## src/rtl/regfile_arbiter_if.sv

```systemverilog
// Requester-side bundle for one register-file access port.
// A requester (master) presents a request with read/write addresses and
// write data and sees back its grant, a read-valid tag and the shared read
// data. The arbiter (slave) is the other end.
//   req    : access request, level-held until gnt
//   we     : write enable, meaningful only with req
//   rs, rt : read addresses
//   rd     : write address
//   wdata  : write data
//   gnt    : granted this cycle (combinational)
//   rvalid : rsdata/rtdata belong to this requester's previous-cycle grant
//   rsdata, rtdata : shared read data from the register file
interface regfile_arbiter_if #(
    parameter int AW = 6,
    parameter int DW = 32
);
    logic          req;
    logic          we;
    logic [AW-1:0] rs;
    logic [AW-1:0] rt;
    logic [AW-1:0] rd;
    logic [DW-1:0] wdata;
    logic          gnt;
    logic          rvalid;
    logic [DW-1:0] rsdata;
    logic [DW-1:0] rtdata;

    modport master (
        output req, we, rs, rt, rd, wdata,
        input  gnt, rvalid, rsdata, rtdata
    );

    modport slave (
        input  req, we, rs, rt, rd, wdata,
        output gnt, rvalid, rsdata, rtdata
    );
endinterface

```

## src/rtl/regfile_arbiter.sv

```systemverilog
// Arbiter in front of the 64x32 register file's single access port set.
// Port 0 (CPU pipeline) has priority; port 1 (debug/loader) is protected by
// a starvation counter and may lock the port for up to LOCK_MAX cycles.
// Read data from the register file arrives one cycle after the grant and is
// tagged back to the requester with rvalid.
// Ports:
//   clock, reset_n    : clock and asynchronous active-low reset
//   p0, p1            : requester bundles (regfile_arbiter_if.slave)
//   lock1             : port 1 asks for back-to-back ownership
//   rf_write, rf_rs, rf_rt, rf_rd, rf_wdata : register file access port
//   rf_rsdata, rf_rtdata                    : register file registered reads
module regfile_arbiter #(
    parameter int AW           = 6,
    parameter int DW           = 32,
    parameter int STARVE_LIMIT = 4,
    parameter int LOCK_MAX     = 8
) (
    input  logic          clock,
    input  logic          reset_n,
    regfile_arbiter_if.slave p0,
    regfile_arbiter_if.slave p1,
    input  logic          lock1,
    output logic          rf_write,
    output logic [AW-1:0] rf_rs,
    output logic [AW-1:0] rf_rt,
    output logic [AW-1:0] rf_rd,
    output logic [DW-1:0] rf_wdata,
    input  logic [DW-1:0] rf_rsdata,
    input  logic [DW-1:0] rf_rtdata
);
    localparam logic [0:0] ARB   = 1'b0;
    localparam logic [0:0] LOCK1 = 1'b1;

    localparam int SW = $clog2(STARVE_LIMIT + 1);
    localparam int LW = $clog2(LOCK_MAX + 1);

    logic [0:0]    state;
    logic [SW-1:0] starve_cnt;
    logic [LW-1:0] lock_cnt;
    logic          lock_block;
    logic          vld0_p1;
    logic          vld1_p1;

    logic          lock_hold;
    logic          starve_hit;
    logic          arb0;
    logic          arb1;
    logic          gnt0;
    logic          gnt1;

    function automatic logic [SW-1:0] starve_inc(input logic [SW-1:0] c);
        if (c == SW'(STARVE_LIMIT))
            return c;
        return c + SW'(1);
    endfunction

    // A lock only holds while port 1 keeps both req1 and lock1 up; as soon
    // as either drops, the normal arbitration runs in that same cycle so
    // port 0 is not made to wait a cycle for the lock to unwind.
    assign lock_hold  = (state == LOCK1) && p1.req && lock1;
    // The cycle after a LOCK_MAX exit belongs to port 0, so starvation
    // cannot immediately hand the port back to port 1.
    assign starve_hit = p1.req && (starve_cnt == SW'(STARVE_LIMIT)) && !lock_block;

    always_comb begin
        arb0 = 1'b0;
        arb1 = 1'b0;
        if (lock_hold)
            arb1 = 1'b1;
        else if (starve_hit)
            arb1 = 1'b1;
        else if (p0.req)
            arb0 = 1'b1;
        else if (p1.req)
            arb1 = 1'b1;
    end

    // Grants are gated by reset so nothing reaches the register file while
    // reset_n is low, even though the arbitration logic is combinational.
    assign gnt0 = arb0 & reset_n;
    assign gnt1 = arb1 & reset_n;

    assign p0.gnt = gnt0;
    assign p1.gnt = gnt1;

    // With no grant the access fields default to port 0.
    assign rf_rs    = gnt1 ? p1.rs    : p0.rs;
    assign rf_rt    = gnt1 ? p1.rt    : p0.rt;
    assign rf_rd    = gnt1 ? p1.rd    : p0.rd;
    assign rf_wdata = gnt1 ? p1.wdata : p0.wdata;
    assign rf_write = (gnt0 & p0.we) | (gnt1 & p1.we);

    always_ff @(posedge clock or negedge reset_n) begin
        if (!reset_n) begin
            state      <= ARB;
            starve_cnt <= '0;
            lock_cnt   <= '0;
            lock_block <= 1'b0;
            vld0_p1    <= 1'b0;
            vld1_p1    <= 1'b0;
        end else begin
            vld0_p1 <= gnt0;
            vld1_p1 <= gnt1;

            starve_cnt <= (!p1.req || gnt1) ? '0 : starve_inc(starve_cnt);

            lock_block <= 1'b0;
            if (lock_hold) begin
                // lock_cnt counts grants already taken in this run, so the
                // grant that brings it to LOCK_MAX is the last one.
                if (lock_cnt + LW'(1) == LW'(LOCK_MAX)) begin
                    state      <= ARB;
                    lock_cnt   <= '0;
                    lock_block <= 1'b1;
                end else begin
                    lock_cnt <= lock_cnt + LW'(1);
                end
            end else if (gnt1 && lock1 && !lock_block) begin
                state    <= LOCK1;
                lock_cnt <= LW'(1);
            end else begin
                state    <= ARB;
                lock_cnt <= '0;
            end
        end
    end

    // ---- stage p1: register file read data and its owner tag ----
    assign p0.rvalid = vld0_p1;
    assign p1.rvalid = vld1_p1;
    assign p0.rsdata = rf_rsdata;
    assign p0.rtdata = rf_rtdata;
    assign p1.rsdata = rf_rsdata;
    assign p1.rtdata = rf_rtdata;
endmodule

```

## src/flat_wrapper.sv

```systemverilog
// flat-port wrapper written by rule: the top's interface ports become plain ports
module regfile_arbiter_flat 
#(
    parameter int AW           = 6,
    parameter int DW           = 32,
    parameter int STARVE_LIMIT = 4,
    parameter int LOCK_MAX     = 8
)
  (clock, reset_n, lock1, rf_write, rf_rs, rf_rt, rf_rd, rf_wdata, rf_rsdata, rf_rtdata, p0_req, p0_we, p0_rs, p0_rt, p0_rd, p0_wdata, p0_gnt, p0_rvalid, p0_rsdata, p0_rtdata, p1_req, p1_we, p1_rs, p1_rt, p1_rd, p1_wdata, p1_gnt, p1_rvalid, p1_rsdata, p1_rtdata);
  regfile_arbiter_if #(.AW(AW), .DW(DW)) p0_i ();
  regfile_arbiter_if #(.AW(AW), .DW(DW)) p1_i ();
  input  logic clock;
  input  logic reset_n;
  input  logic lock1;
  output logic rf_write;
  output logic [AW-1:0] rf_rs;
  output logic [AW-1:0] rf_rt;
  output logic [AW-1:0] rf_rd;
  output logic [DW-1:0] rf_wdata;
  input  logic [DW-1:0] rf_rsdata;
  input  logic [DW-1:0] rf_rtdata;
  input wire logic [$bits(p0_i.req)-1:0] p0_req;
  input wire logic [$bits(p0_i.we)-1:0] p0_we;
  input wire logic [$bits(p0_i.rs)-1:0] p0_rs;
  input wire logic [$bits(p0_i.rt)-1:0] p0_rt;
  input wire logic [$bits(p0_i.rd)-1:0] p0_rd;
  input wire logic [$bits(p0_i.wdata)-1:0] p0_wdata;
  output wire logic [$bits(p0_i.gnt)-1:0] p0_gnt;
  output wire logic [$bits(p0_i.rvalid)-1:0] p0_rvalid;
  output wire logic [$bits(p0_i.rsdata)-1:0] p0_rsdata;
  output wire logic [$bits(p0_i.rtdata)-1:0] p0_rtdata;
  input wire logic [$bits(p1_i.req)-1:0] p1_req;
  input wire logic [$bits(p1_i.we)-1:0] p1_we;
  input wire logic [$bits(p1_i.rs)-1:0] p1_rs;
  input wire logic [$bits(p1_i.rt)-1:0] p1_rt;
  input wire logic [$bits(p1_i.rd)-1:0] p1_rd;
  input wire logic [$bits(p1_i.wdata)-1:0] p1_wdata;
  output wire logic [$bits(p1_i.gnt)-1:0] p1_gnt;
  output wire logic [$bits(p1_i.rvalid)-1:0] p1_rvalid;
  output wire logic [$bits(p1_i.rsdata)-1:0] p1_rsdata;
  output wire logic [$bits(p1_i.rtdata)-1:0] p1_rtdata;
  assign p0_i.req = p0_req;
  assign p0_i.we = p0_we;
  assign p0_i.rs = p0_rs;
  assign p0_i.rt = p0_rt;
  assign p0_i.rd = p0_rd;
  assign p0_i.wdata = p0_wdata;
  assign p0_gnt = p0_i.gnt;
  assign p0_rvalid = p0_i.rvalid;
  assign p0_rsdata = p0_i.rsdata;
  assign p0_rtdata = p0_i.rtdata;
  assign p1_i.req = p1_req;
  assign p1_i.we = p1_we;
  assign p1_i.rs = p1_rs;
  assign p1_i.rt = p1_rt;
  assign p1_i.rd = p1_rd;
  assign p1_i.wdata = p1_wdata;
  assign p1_gnt = p1_i.gnt;
  assign p1_rvalid = p1_i.rvalid;
  assign p1_rsdata = p1_i.rsdata;
  assign p1_rtdata = p1_i.rtdata;
  regfile_arbiter #(.AW(AW), .DW(DW), .STARVE_LIMIT(STARVE_LIMIT), .LOCK_MAX(LOCK_MAX)) u_core (.clock(clock), .reset_n(reset_n), .p0(p0_i), .p1(p1_i), .lock1(lock1), .rf_write(rf_write), .rf_rs(rf_rs), .rf_rt(rf_rt), .rf_rd(rf_rd), .rf_wdata(rf_wdata), .rf_rsdata(rf_rsdata), .rf_rtdata(rf_rtdata));
endmodule
```

## config.mk

```make
export PLATFORM = sky130hd
export DESIGN_NAME = regfile_arbiter_flat
export DESIGN_NICKNAME = d
export VERILOG_FILES = /design/src/rtl/regfile_arbiter_if.sv /design/src/rtl/regfile_arbiter.sv /design/src/flat_wrapper.sv
export SDC_FILE = /design/constraint.sdc
export NUM_CORES = 1
export LEC_CHECK = 0
export CORE_AREA = 3 3 135 137
export CTS_CLUSTER_DIAMETER = 80
export DETAILED_ROUTE_END_ITERATION = 16
export DIE_AREA = 0 0 138 140
export SLEW_MARGIN = 20
export SYNTH_ARGS = -nofsm -noshare
export SYNTH_HDL_FRONTEND = slang
export SYNTH_SLANG_ARGS = --single-unit
```

## constraint.sdc

```tcl
create_clock -name clock -period 2.7 [get_ports clock]
set_clock_uncertainty 0.05 [all_clocks]
set_input_delay 0.54 -clock clock [delete_from_list [all_inputs] [get_ports clock]]
set_output_delay 0.54 -clock clock [all_outputs]
set_load 0.02 [all_outputs]
```

==> flow_metrics.env <==
export IMPL_grt_overflow_total=0
export IMPL_wl_mm=8.29
export IMPL_cts_sinks=11
export IMPL_clkLatencyLatePin_ps=230
export IMPL_tightest_slew_ps=285
export IMPL_wl_met3_mm=1.37
export IMPL_cts_made_buffers=3
export IMPL_grt_pass1_vias=1978
export IMPL_syn2layout_area_growth_pct=54.9
export IMPL_instances_no_fill=523
export IMPL_dp_hpwl_mm=6.43
export IMPL_htree_levels=1
export IMPL_leakage_nw=1.34
export IMPL_post_route_period_util_pct=96.9
export IMPL_worstSetupPathType="flop to output port"
export IMPL_critPathCaptureType="output port"
export IMPL_final_cell_area_um2=3360
export IMPL_drive_gt1_share_pct=39.9
export IMPL_io_pins=354
export IMPL_die_area_um2=19300
export IMPL_slew_headroom_pct=80.8
export IMPL_synth_nets=420
export IMPL_ys_warn_count=0
export IMPL_clk_path_buf_depth=2
export IMPL_cp_start_kind="flop"
export IMPL_cts_tree="built"
export IMPL_yosys_register_bits=11
export IMPL_ys_types=25
export IMPL_cp_startpoint="u_core.starve_cnt[0]"
export IMPL_maxCapViolations=0
export IMPL_wirelength_met1_mm=3.09
export IMPL_ant_nets=0
export IMPL_reg2reg_from="u_core.starve_cnt[0]"
export IMPL_critical_path_required_ps=2110
export IMPL_top_layer_used="met5"
export IMPL_io_buffers=161
export IMPL_placed_area_um2=3130
export IMPL_vias_per_cell=3.36
export IMPL_cp_slowest_stage_delay_ps=380
export IMPL_cts_hold_fix_buffers=0
export IMPL_worst_hold_slack_ps=395
export IMPL_total_power_mw=0.935
export IMPL_slew_violations=0
export IMPL_drcViolationCount=0
export IMPL_syn_area_per_cell_um2=8.85
export IMPL_vias=1758
export IMPL_netlist_instances=245
export IMPL_cp_slowest_cell="dfrtp_1"
export IMPL_nets=474
export IMPL_root_buffer="clkbuf_16"
export IMPL_start_util_pct=12.6
export IMPL_coreArea_um2=17200
export IMPL_crit_path_frequent_cell="buf_12"
export IMPL_rows=48
export IMPL_status="complete, no violations"
export IMPL_crit_chain="inv_2 -> ha_4 -> nand3b_4 -> a31oi_4 -> buf_12 -> buf_12 -> mux2_2 -> clkdlybuf4s15_2"
export IMPL_drt_iter0_markers=25
export IMPL_netlist_area_um2=2170
export IMPL_grt_max_degree=16
export IMPL_antenna_found_initial=0
export IMPL_wl_met2_mm=3.63
export IMPL_hold_viol=0
export IMPL_antennaDiodeCount=0
export IMPL_dr_pass1_iters=4
export IMPL_path_clk_slew_ps=40
export IMPL_die_w_um=138
export IMPL_cp_data_arrival_time_ps=2030
export IMPL_grt_setup_unrepaired="no"
export IMPL_dp_cells=507
export IMPL_cp_max_fo=13
export IMPL_grt_usage_pct=7.90
export IMPL_place_congestion=0.774
export IMPL_die_h_um=140
export IMPL_post_route_min_period_ps=2620
export IMPL_power_density_nw_per_um2=279
export IMPL_peakVddDrop_v=0.000454
export IMPL_max_freq_ghz=0.382
export IMPL_wire_per_inst_um=15.9
export IMPL_ys_seq_area_share_pct=12.7
export IMPL_hold_class="input port to asynchronous set/reset pin"
export IMPL_setup_violations=0
export IMPL_grt_first_pass_wirelength_mm=12.1
==> logic make-up (layout without fill, tap and decap cells) <==
family	count (synthesis)	in the layout	synth area share [%]
multiplexers	50	50	26.0
XOR/XNOR	4	4	1.62
adder cells (fa/ha/maj)	4	4	2.31
flip-flops	11	11	12.7
buffers and inverters	138	191	47.8
AND/OR/NAND/NOR	29	29	6.12
AO/OA/AOI/OAI	9	9	3.46
==> cell usage in the layout (no fill, tap or decap), types with 7 or more instances in the layout <==
cell type        Yosys  final
mux2_2              38     31
buf_4              128     20
dlygate4sd2_1        0      7
nand2_1             11      9
dfrtp_1             11     11
mux2_4               0      7
buf_2                0     13
mux2_1              12     12
clkdlybuf4s50_1      0    104
clkdlybuf4s15_2      0     24
nor2_1               8      8
==> registers in the layout, summed over array words and instances (netlist names) <==
name               flops
u_core.lock_cnt        4
u_core.starve_cnt      3
u_core.lock_block      1
u_core.p0.rvalid       1
u_core.p1.rvalid       1
u_core.state           1
==> power breakdown <==
part           internal, mW  switching [mW]  leakage (nW)
Sequential            0.172         0.00470         0.150
Clock                 0.197          0.0646        0.0382
Combinational         0.302           0.195          1.16
Total                 0.671           0.264          1.34
==> worst max-delay path: cells and delay by family, from the launching register on <==
kind                       cells  cell delay, ps
muxes                          1             350
and+or+nand+nor                1              90
buffers and inverters          4             610
DFF                            1             380
AOI/OAI and AO/OA              1             200
adders and majority gates      1             150
==> layout make-up <==
type | instances | area [um2]
well taps | 225 | 282
clock buffers | 4 | 78.8
multi-input cells | 96 | 908
flip-flops and latches | 11 | 275
fillers | 1888 | 13800
repair buffers | 182 | 1790
inverters | 5 | 18.8
==> repair_timing <==
action,CTS,global route
resized for setup,193,9
pin swaps,2,2
buffers inserted,7,3
gates cloned,3,0
setup endpoints to repair,53,50
==> layer usage <==
metal / track usage (%) / up-vias
met2: 12.1 / 205
met3: 6.04 / 24
met5: 1.75 / -
li1: - / 782
met1: 8.66 / 745
met4: 1.66 / 2
==> stage by stage <==
| stage | TNS (ps) | utilization (%) | setup slack [ps] |
|---|---|---|---|
| after floorplan | 0 | - | 448 |
| after global placement | -22060 | 18.2 | -493 |
| after detailed placement | -22200 | 18.2 | -509 |
| after CTS | -88.0 | 19.6 | -22.5 |
| after global routing | 0 | 19.5 | 3.56 |
| final | 0 | 19.5 | 83.9 |
==> Yosys cell counts (all sizes together) <==
cell	instances	share of area, %
a21o	1	0.35
a21oi	1	0.23
a31oi	2	1.3
ha	4	2.3
mux2	50	26
nand3	5	1.2
xor2	2	0.81
nor2b	1	0.29
a21boi	1	0.35
o31ai	1	0.35
nor3	1	0.23
o21ai	2	0.46
dfrtp	11	13
nand2	11	1.9
nand4	1	0.29
buf	133	47
nor2	8	1.4
xnor2	2	0.81
nand3b	1	0.52
inv	5	0.87
nor3b	1	0.35
a311o	1	0.46
==> worst paths after layout <==
| check | slack (ps) | depth (start not counted) | to |
|---|---|---|---|
| worst min-delay path | 390 | 2 | u_core.p0.rvalid |
| min in group clock | 540 | 3 | u_core.lock_cnt[0] |
| worst max-delay path | 80 | 8 | rf_rd[0] |
| worst max register to register | 1050 | 10 | u_core.state |
| max in group asynchronous | 2040 | 2 | u_core.lock_cnt[2] |
| worst min register to register | 540 | 3 | u_core.lock_cnt[0] |
Power figures use the tool's default switching activity.
==> variant 1 (same flow settings) <==
Make the reset (`reset_n`) synchronous in one clocked block. Comments in the files are not updated.
--- a/src/rtl/regfile_arbiter.sv
+++ b/src/rtl/regfile_arbiter.sv
@@ -91,5 +91,5 @@
     assign rf_write = (gnt0 & p0.we) | (gnt1 & p1.we);
 
-    always_ff @(posedge clock or negedge reset_n) begin
+    always_ff @(posedge clock) begin
         if (!reset_n) begin
             state      <= ARB;
Function: differs if reset_n is asserted again (counterexample within 4 cycles, from zero or initial values and one cycle with reset_n low); with reset_n held inactive, the same outputs for 10 cycles.
==> variant 1 against the unedited design <==
  * Worst setup slack worse by 56 ps
  * Sequential power down 4%
  * Total power down 0.65%
  * Sequential share of layout area down 1.5 points
  * Maximum frequency down 2.1%
  * Sequential cell count unchanged
  * Synthesized area up 6.9%
  * Cell area down 1.7%
  * Core utilization down 0.34 points
  * Routed wire length up 6.8%
==> variant 1: results (changes against the unedited design) <==
<table>
<tr><th>Metric</th><th>Value</th></tr>
<tr><th colspan="2">Outcome</th></tr>
<tr><td>Status</td><td>finished clean (unchanged)</td></tr>
<tr><th colspan="2">Hold path</th></tr>
<tr><td>Tightest Hold Check Type</td><td>flop to flop (was primary input to async pin)</td></tr>
<tr><th colspan="2">Power and ir drop</th></tr>
<tr><td>Pwr Total</td><td>0.9292 mW (was 0.9353 mW)</td></tr>
<tr><td>Power spent charging and discharging nets</td><td>0.2627 mW (was 0.2639 mW)</td></tr>
<tr><td>Power in sequential cells</td><td>0.169 mW (was 0.176 mW)</td></tr>
<tr><td>Worst vdd rail ir drop</td><td>150.7 uV (was 453.8 uV)</td></tr>
<tr><td>Part of the total power dissipated in the clock network</td><td>29.3% (was 28.0%)</td></tr>
<tr><th colspan="2">Placement</th></tr>
<tr><td>Placer congestion estimate</td><td>0.8642 (was 0.7739)</td></tr>
<tr><td>Post-detail-place hpwl</td><td>6.803 mm (was 6.430 mm)</td></tr>
<tr><td>Worst setup slack before clock tree synthesis</td><td>-568.0 ps (was -509.0 ps)</td></tr>
<tr><th colspan="2">Layout</th></tr>
<tr><td>Filler cell count</td><td>1,883 (was 1,888)</td></tr>
<tr><td>Combined area of the multi-input logic cells</td><td>1032 sq um (was 908.4 sq um)</td></tr>
<tr><td>Net count of the finished layout</td><td>462 (was 474)</td></tr>
<tr><th colspan="2">Logic synthesis</th></tr>
<tr><td>Synth Area in Compound Gates</td><td>4.212% (was 3.464%)</td></tr>
<tr><td>Share of synthesized registers carrying an async set or reset</td><td>0% (was 100.0%)</td></tr>
<tr><td>Synthesized net count</td><td>415 (was 420)</td></tr>
<tr><td>Fraction of the yosys area taken by sequential cells</td><td>9.503% (was 12.70%)</td></tr>
<tr><td>Synthesized instance count</td><td>241 (was 245)</td></tr>
<tr><td>Share of the synthesized netlist area taken by xor and xnor gates</td><td>0.3780% (was 1.617%)</td></tr>
<tr><td>Flip-flop cell with the highest count after synthesis</td><td>dfxtp_1 (was dfrtp_1)</td></tr>
<tr><td>Most frequent cells after synthesis</td><td>buf_4, mux2_4, dfxtp_1 (was buf_4, mux2_2, mux2_1)</td></tr>
<tr><th colspan="2">Worst setup path</th></tr>
<tr><td>Endpoint of the most critical setup path</td><td>rf_wdata[4] (was rf_rd[0])</td></tr>
<tr><td>Startpoint of the worst-slack reg-to-reg timing path</td><td>u_core.starve_cnt[0]$_SDFFE_PP0P_ (was u_core.starve_cnt[0]$_DFFE_PN0P_)</td></tr>
<tr><th colspan="2">STA</th></tr>
<tr><td>Worst-case hold slack</td><td>472.6 ps (was 394.8 ps)</td></tr>
<tr><th colspan="2">Routing</th></tr>
<tr><td>Sum of routed wire length over all layers</td><td>8.854 mm (was 8.291 mm)</td></tr>
<tr><td>Violation count after the first detailed-route iteration</td><td>47 (was 25)</td></tr>
</table>
## variant 1: cell count changes after synthesis, moves of 5 or more
cell     change
dfxtp_1     +11
dfrtp_1     -11
nor2_1       -5
mux2_4      +46
nand2_1      -5
mux2_1      -12
mux2_2      -34
## variant 1: worst max-delay path: stages
cell             delay, ps
clkdlybuf4s50_1        490
nand2_2                 60
a21o_4                 210
buf_12                 150
buf_16                 150
mux2_4                 310
buf_2                  160
## variant 1: per-layer routing
metal	GRT usage, %	part of all wire, %
met5	2.005	0.64
met4	1.560	1.3
met1	9.409	37
met3	6.862	18
met2	12.80	43
## variant 1: cell type report
cell class,instances,area share [%]
repair buffers,176,50.55
multi-input cells,91,31.29
flip-flops and latches,11,6.674
clock buffers,4,2.389
well taps,225,8.532
inverters,5,0.5688
## variant 1: timing repair
action	4_1_cts	5_1_grt
cloned	4	0
hold buffers	0	0
setup endpoints to repair	52	11
gates resized for setup	232	5
pin swaps	1	1
setup buffers	3	0
==> variant 2 (config.mk and constraints unchanged) <==
Made on the original files. `AW` is set to 6 in 3 places; all go to 5.
--- a/src/rtl/regfile_arbiter_if.sv
+++ b/src/rtl/regfile_arbiter_if.sv
@@ -12,5 +12,5 @@
 //   rsdata, rtdata : shared read data from the register file
 interface regfile_arbiter_if #(
-    parameter int AW = 6,
+    parameter int AW = 5,
     parameter int DW = 32
 );
--- a/src/rtl/regfile_arbiter.sv
+++ b/src/rtl/regfile_arbiter.sv
@@ -11,5 +11,5 @@
 //   rf_rsdata, rf_rtdata                    : register file registered reads
 module regfile_arbiter #(
-    parameter int AW           = 6,
+    parameter int AW           = 5,
     parameter int DW           = 32,
     parameter int STARVE_LIMIT = 4,
--- a/src/flat_wrapper.sv
+++ b/src/flat_wrapper.sv
@@ -2,5 +2,5 @@
 module regfile_arbiter_flat 
 #(
-    parameter int AW           = 6,
+    parameter int AW           = 5,
     parameter int DW           = 32,
     parameter int STARVE_LIMIT = 4,
Ports: changed (9 resized); port bits go from 354 to 345. The function was not compared with the original's and may differ.
==> variant 2 against the unedited design <==
  * Routed wire length up 1.5%
  * Combinational power is 8.7% lower
  * Cell area is 7.3% lower
  * Count of clock-buffer cells in the layout unchanged
  * Worst setup slack got worse by 10 ps
  * First-iteration DRC count rose by 24%
  * Hold slack got worse by 35 ps
  * Synthesized cell count down 1.2%
  * Synthesized area decreased by 2.1%
  * Total power decreased by 3.6%
  * Sequential cell count did not move
  * Largest power group unchanged
==> variant 2: results (changes against the unedited design) <==
<table>
<tr><th>Metric</th><th>Value</th></tr>
<tr><th colspan="2">Routing</th></tr>
<tr><td>Violation count after the first detailed-route iteration</td><td>31 (was 25)</td></tr>
<tr><td>Wire length on met1</td><td>2.865 mm (was 3.089 mm)</td></tr>
<tr><td>Routed WL per cell</td><td>16.56 um (was 15.85 um)</td></tr>
<tr><td>DR top layer</td><td>met4 (was met5)</td></tr>
<tr><th colspan="2">Logic synthesis</th></tr>
<tr><td>Fraction of the yosys area taken by sequential cells</td><td>12.97% (was 12.70%)</td></tr>
<tr><td>Adder and majority cell fraction of the synthesized area</td><td>2.358% (was 2.309%)</td></tr>
<tr><th colspan="2">Placement</th></tr>
<tr><td>Port Buffer Count</td><td>152 (was 161)</td></tr>
<tr><td>Worst setup slack before clock tree synthesis</td><td>-515.1 ps (was -509.0 ps)</td></tr>
<tr><td>Post-detail-place hpwl</td><td>6.380 mm (was 6.430 mm)</td></tr>
<tr><td>Number of placed instances with taps included</td><td>495 (was 507)</td></tr>
<tr><td>Placer congestion estimate</td><td>0.7309 (was 0.7739)</td></tr>
<tr><th colspan="2">Power and ir drop</th></tr>
<tr><td>Power spent charging and discharging nets</td><td>0.2623 mW (was 0.2639 mW)</td></tr>
<tr><td>Internal power</td><td>0.6395 mW (was 0.6714 mW)</td></tr>
<tr><td>Worst vdd rail ir drop</td><td>138.3 uV (was 453.8 uV)</td></tr>
<tr><th colspan="2">Layout</th></tr>
<tr><td>Net count of the finished layout</td><td>453 (was 474)</td></tr>
<tr><td>Share of cells above drive strength 1</td><td>39.93% (about the same)</td></tr>
<tr><td>Filler cell count</td><td>1,929 (was 1,888)</td></tr>
<tr><td>Non-Filler Instances</td><td>508 (was 523)</td></tr>
<tr><th colspan="2">Global routing</th></tr>
<tr><td>Global router's overall resource usage</td><td>7.952% (was 7.897%)</td></tr>
<tr><td>Wire length of the first global-routing pass</td><td>12.00 mm (was 12.12 mm)</td></tr>
<tr><td>Vias in the first global route</td><td>1,909 (was 1,978)</td></tr>
<tr><td>Global Route met3 Usage</td><td>5.770% (was 6.043%)</td></tr>
<tr><th colspan="2">Clock tree</th></tr>
<tr><td>Post-cts gate resize count</td><td>200 (was 193)</td></tr>
<tr><th colspan="2">Outcome</th></tr>
<tr><td>Status</td><td>finished clean (unchanged)</td></tr>
<tr><th colspan="2">Worst setup path</th></tr>
<tr><td>Crit path max fanout</td><td>5 (was 13)</td></tr>
</table>
-- variant 2: worst paths after layout --
path / to / slack (ps) / cells after the start
worst max-delay path: rf_wdata[2] / 70 / 8
min in group clock: u_core.lock_cnt[0]$_DFF_PN0_ / 530 / 3
worst min register to register: u_core.lock_cnt[0]$_DFF_PN0_ / 530 / 3
worst max register to register: u_core.state$_DFFE_PN0P_ / 1120 / 9
max in group asynchronous: u_core.starve_cnt[2]$_DFFE_PN0P_ / 2070 / 2
worst min-delay path: u_core.state$_DFFE_PN0P_ / 360 / 2
-- variant 2: cell type report --
| cell class | instances | area, sq um | share of cell area (%) |
|---|---|---|---|
| Tap cell | 225 | 281.5 | 9.043 |
| Timing Repair Buffer | 170 | 1595 | 51.25 |
| Sequential cell | 11 | 275.3 | 8.842 |
| Clock buffer | 4 | 78.83 | 2.532 |
| Inverter | 5 | 18.77 | 0.6029 |
| Multi-Input combinational cell | 93 | 863.3 | 27.73 |
